## config.mk

```make
export PLATFORM = sky130hd
export DESIGN_NAME = clk_div_prog
export DESIGN_NICKNAME = d
export VERILOG_FILES = /design/src/rtl/clk_div_prog.sv
export SDC_FILE = /design/constraint.sdc
export NUM_CORES = 1
export LEC_CHECK = 0
export BUFFER_PORTS_ARGS = -buffer_cell sky130_fd_sc_hd__clkbuf_2
export CORE_ASPECT_RATIO = 1.2
export CORE_MARGIN = 2
export CORE_UTILIZATION = 59
export CTS_CLUSTER_SIZE = 12
export DETAILED_ROUTE_END_ITERATION = 7
export GPL_TIMING_DRIVEN = 0
export PLACE_DENSITY = 0.78
export REMOVE_ABC_BUFFERS = 1
export SETUP_SLACK_MARGIN = 0.3
export SYNTH_ARGS = -nofsm -noshare
export SYNTH_HDL_FRONTEND = slang
export SYNTH_SLANG_ARGS = --single-unit
```

## constraint.sdc

```tcl
create_clock -name CLK -period 3.7 [get_ports CLK]
set_input_delay 0.185 -clock CLK [delete_from_list [all_inputs] [get_ports CLK]]
set_output_delay 0.185 -clock CLK [all_outputs]
set_load 0.01 [all_outputs]
```

## src/rtl/clk_div_prog.sv

```systemverilog
// Programmable clock divider: registered square wave CLK_DIV of period N plus a one-cycle TICK enable.
// Define CLKDIV_LOCK_EN for glitch-free divisor updates at the period boundary; otherwise writes apply immediately.
module clk_div_prog #(
  parameter int CNT_W     = 8,
  parameter int DIV_RESET = 4
) (
  input  logic             CLK,
  input  logic             RST,
  input  logic             EN,
  input  logic [CNT_W-1:0] DIV_IN,
  input  logic             DIV_WR,
  output logic             CLK_DIV,
  output logic             TICK,
  output logic             BUSY
);

  localparam logic [CNT_W-1:0] DIV_INIT = CNT_W'(DIV_RESET);
  localparam logic [CNT_W-1:0] DIV_MIN  = CNT_W'(2);

  logic [CNT_W-1:0] div_reg;
  logic [CNT_W-1:0] cnt_reg;
  logic [CNT_W-1:0] cnt_next;
  logic [CNT_W-1:0] div_clamp;
  logic [CNT_W:0]   half;
  logic             wrap;
  logic             clk_div_next;
  logic             tick_next;

  always_comb begin
    div_clamp    = (DIV_IN < DIV_MIN) ? DIV_MIN : DIV_IN;
    wrap         = (cnt_reg == div_reg - 1'b1);
    cnt_next     = wrap ? '0 : cnt_reg + 1'b1;
    // Extra bit keeps N = 2^CNT_W-1 from overflowing in N+1.
    half         = ({1'b0, div_reg} + 1'b1) >> 1;
    clk_div_next = ({1'b0, cnt_next} < half);
    tick_next    = (cnt_next == '0);
  end

`ifdef CLKDIV_LOCK_EN
  typedef enum logic {
    RUN  = 1'b0,
    PEND = 1'b1
  } state_t;

  state_t           state_reg;
  state_t           state_next;
  logic [CNT_W-1:0] pend_reg;

  always_comb begin
    state_next = state_reg;
    case (state_reg)
      RUN:     if (DIV_WR) state_next = PEND;
      PEND:    if (!DIV_WR && EN && wrap) state_next = RUN;
      default: state_next = RUN;
    endcase
  end

  always_ff @(posedge CLK or posedge RST) begin
    if (RST) begin
      state_reg <= RUN;
      pend_reg  <= DIV_INIT;
      div_reg   <= DIV_INIT;
      cnt_reg   <= '0;
      CLK_DIV   <= 1'b0;
      TICK      <= 1'b0;
    end else begin
      state_reg <= state_next;
      if (DIV_WR) pend_reg <= div_clamp;
      if (EN) begin
        cnt_reg <= cnt_next;
        CLK_DIV <= clk_div_next;
        TICK    <= tick_next;
        // The wrap consumes the value pending before this edge; a same-edge write stays pending.
        if (wrap && state_reg == PEND) div_reg <= pend_reg;
      end else begin
        TICK <= 1'b0;
      end
    end
  end

  assign BUSY = (state_reg == PEND);
`else
  always_ff @(posedge CLK or posedge RST) begin
    if (RST) begin
      div_reg <= DIV_INIT;
      cnt_reg <= '0;
      CLK_DIV <= 1'b0;
      TICK    <= 1'b0;
    end else if (DIV_WR) begin
      div_reg <= div_clamp;
      cnt_reg <= '0;
      CLK_DIV <= 1'b0;
      TICK    <= 1'b0;
    end else if (EN) begin
      cnt_reg <= cnt_next;
      CLK_DIV <= clk_div_next;
      TICK    <= tick_next;
    end else begin
      TICK <= 1'b0;
    end
  end

  assign BUSY = 1'b0;
`endif

endmodule

```

==> metrics.txt <==
commonest register cell after synthesis=dfrtp_1; Yosys cell types=55; Gates resized, CTS repair=0; Detail Placement HPWL=2.51 mm; kind of cell adding the most delay to the critical path=compound AO/OA/AOI/OAI gates; Syn Area/Cell=8.70 µm²; ranking of synthesized cells by area=dfrtp_1, ha_1, xnor2_1; status=complete, no violations; post-synthesis cell count=194; Die Width=52.8 µm; I/O pin count=15; number of flops mapped to enable cells by yosys=0; gr ovfl total=0; n_diodes=0; flops & latches, synth=18; Tmin final=3.11 ns; hold crit path type=primary input to flip-flop; Peak Freq=0.321 GHz; Fin Setup TNS=0 ns; GP Congestion=0.845; CTS H-Tree Depth=1; Net Sw Frac=33.0%; Initial Utilization=61.2%; crit start category=flip-flop; Worst-Margin Slew=0.683 ns; initial DRC count=41; clk sinks=18; Warnings, synthesis=0; Clk pwr share=22.2%; Critical path buffers and inverters=2; DRT antenna net count=0; skew final=0.00513 ns; FILL cells=239; Seq. cell area=452 µm²; Crit-path slowest cell=dfrtp_1; Peak VDD IR=221 µV; area of the multi-input gates=1090 µm²; Flop pwr share=50.9%; Netlist Area Pre-Place=1690 µm²; Rel. slew slack=54.4%; largest net degree at the start of global routing=25; layout cell share with drive strength beyond 1=18.3%; Worst Setup End Kind=flip-flop; number of CTS-inserted buffers=3; RSZ-0062 raised after global routing=no; Max Cap Viol=0; WL final=3.47 mm; final count of hold timing violations=0; Clk Latency, worst-skew pair=0.30 ns; gr usage total=24.3%; die area=3310 µm²; initial antenna violation count=0; worst-case clock buffer depth=2; FP Rows=21; clock root buffer=clkbuf_4; P_sw=0.154 mW; Vias/cell=6.05; first-pass GRT wire length=6.17 mm; commonest non-fill, non-tap cell in the layout=nor2_1; Wirelength per Cell=15.0 µm; area leader, netlist=dfrtp_1; Crit Path Class=flip-flop to flip-flop; First-pass DRT Iterations=4; ys async rst share=100%; Final Power=0.466 mW; number of I/O port buffers=13; Lkg Pwr=0.774 nW; Area Overhead vs Synth=3.63%; nets=220; TritonCTS clock tree=yes; sequential share of the synthesized area=26.8%; final setup fails=0; power per cell area=266 nW/µm²; crit share post-route=84.1%; Cell Chain, Critical Path=inv_1, ha_1, o21ba_1, a221oi_2, a41oi_1, nor4_4, buf_4, nor2_1, ha_1, a21oi_1, o211ai_1, o211ai_1, o2bb2ai_1, a21oi_1; Int Pwr=0.312 mW; combinational share of power=27.0%; WP data required=3.89 ns; residual DRC count=0; worst-path fanout max=10; WP data arrival=3.30 ns; via count=1398; most frequent cells in the layout=nor2_1, dfrtp_1, clkbuf_2; max incr delay on CP=0.49 ns; Slew Limit Fails=0; share of the synthesized area in the top cell type=25.2%; CORE AREA=2760 µm²; vias in the first global route=1382; Clk pin slew, worst setup/hold paths=0.10 ns; die height=62.6 µm
==> Yosys cell counts, drive strengths merged, types with 3 or more instances <==
library cell / instances
o21ai: 4
ha: 10
nor2: 20
nand4: 6
clkbuf: 7
dfrtp: 17
buf: 12
or4: 3
a2111oi: 4
nand2: 10
o32ai: 3
inv: 9
mux2: 6
xor2: 10
nor3: 3
a21oi: 7
and3: 6
xnor2: 12
nand3: 10
==> path summary, 6_finish.rpt <==
kind	from	to	slack, ns	cells after the start
max in group asynchronous	RST	div_reg[4]	2.75	3
hold reg to reg	cnt_reg[1]	cnt_reg[1]	0.63	2
hold / removal	DIV_IN[0]	div_reg[0]	0.11	3
min in group asynchronous	RST	cnt_reg[7]	0.52	3
setup reg to reg	div_reg[0]	CLK_DIV	0.59	14
setup / recovery	div_reg[0]	CLK_DIV	0.59	14
==> kinds of logic (layout without fill, tap and decap cells) <==
group	count (synthesis)	count (layout)	share of synthesized area, %
XOR/XNOR	22	22	11.9
AND/OR/NAND/NOR	73	73	24.6
buffers and inverters	28	31	8.67
multiplexers	8	8	5.19
adder cells (fa/ha/maj)	10	10	7.41
other	1	1	0.222
flip-flops	18	18	26.8
AO/OA/AOI/OAI	34	34	15.3
==> area by class of cell <==
cell class                      count  share of cell area [%]
Multi-Input combinational cell    148                    62.3
Sequential cell                    18                    25.8
Timing Repair Buffer               18                    6.01
Tap cell                           34                    2.43
Inverter                            9                    1.93
Clock buffer                        4                    1.50
==> power by group through the flow <==
stage               Sequential, mW  Combinational (mW)  Clock (mW)
floorplan                    0.235              0.0907           0
global placement             0.239               0.116           0
detailed placement           0.240               0.123           0
CTS                          0.237               0.125       0.109
global route                 0.240               0.142       0.112
finish                       0.237               0.126       0.103
==> metrics by stage <==
stage / cells / setup slack [ns] / area, µm² / utilization [%] / hold WS, ns
2_1_floorplan: 175 / 0.792 / 1580 / - / 0.123
3_3_place_gp: 222 / 0.413 / 1680 / 61.0 / 0.288
3_5_place_dp: 222 / 0.277 / 1680 / 61.0 / 0.306
4_1_cts: 227 / 0.301 / 1720 / 62.3 / 0.0994
5_1_grt: 231 / 0.337 / 1750 / 63.4 / 0.143
6_report: 231 / 0.587 / 1750 / 63.4 / 0.111
==> repair_timing <==
item | in CTS | in global routing
pin swaps | 1 | 1
setup buffers | 0 | 4
hold buffers | 1 | 0
setup endpoints to repair | 1 | 1
hold endpoints to repair | 17 | 0
==> routing by layer <==
metal / global-route usage [%] / vias to the layer above / part of all wire [%] / routed length [µm]
met2: 42.2 / 24 / 55 / 1900
met4: 6.73 / 0 / 0.78 / 27
li1: - / 699 / - / -
met1: 31.7 / 672 / 41 / 1430
met5: 0 / - / 0 / 0
met3: 1.44 / 3 / 3.2 / 112
==> worst min-delay path: stages <==
cell and delay [ns]:
clkbuf_2 0.08, inv_1 0.04, o22ai_1 0.07
(Power assumes the default switching activity.)
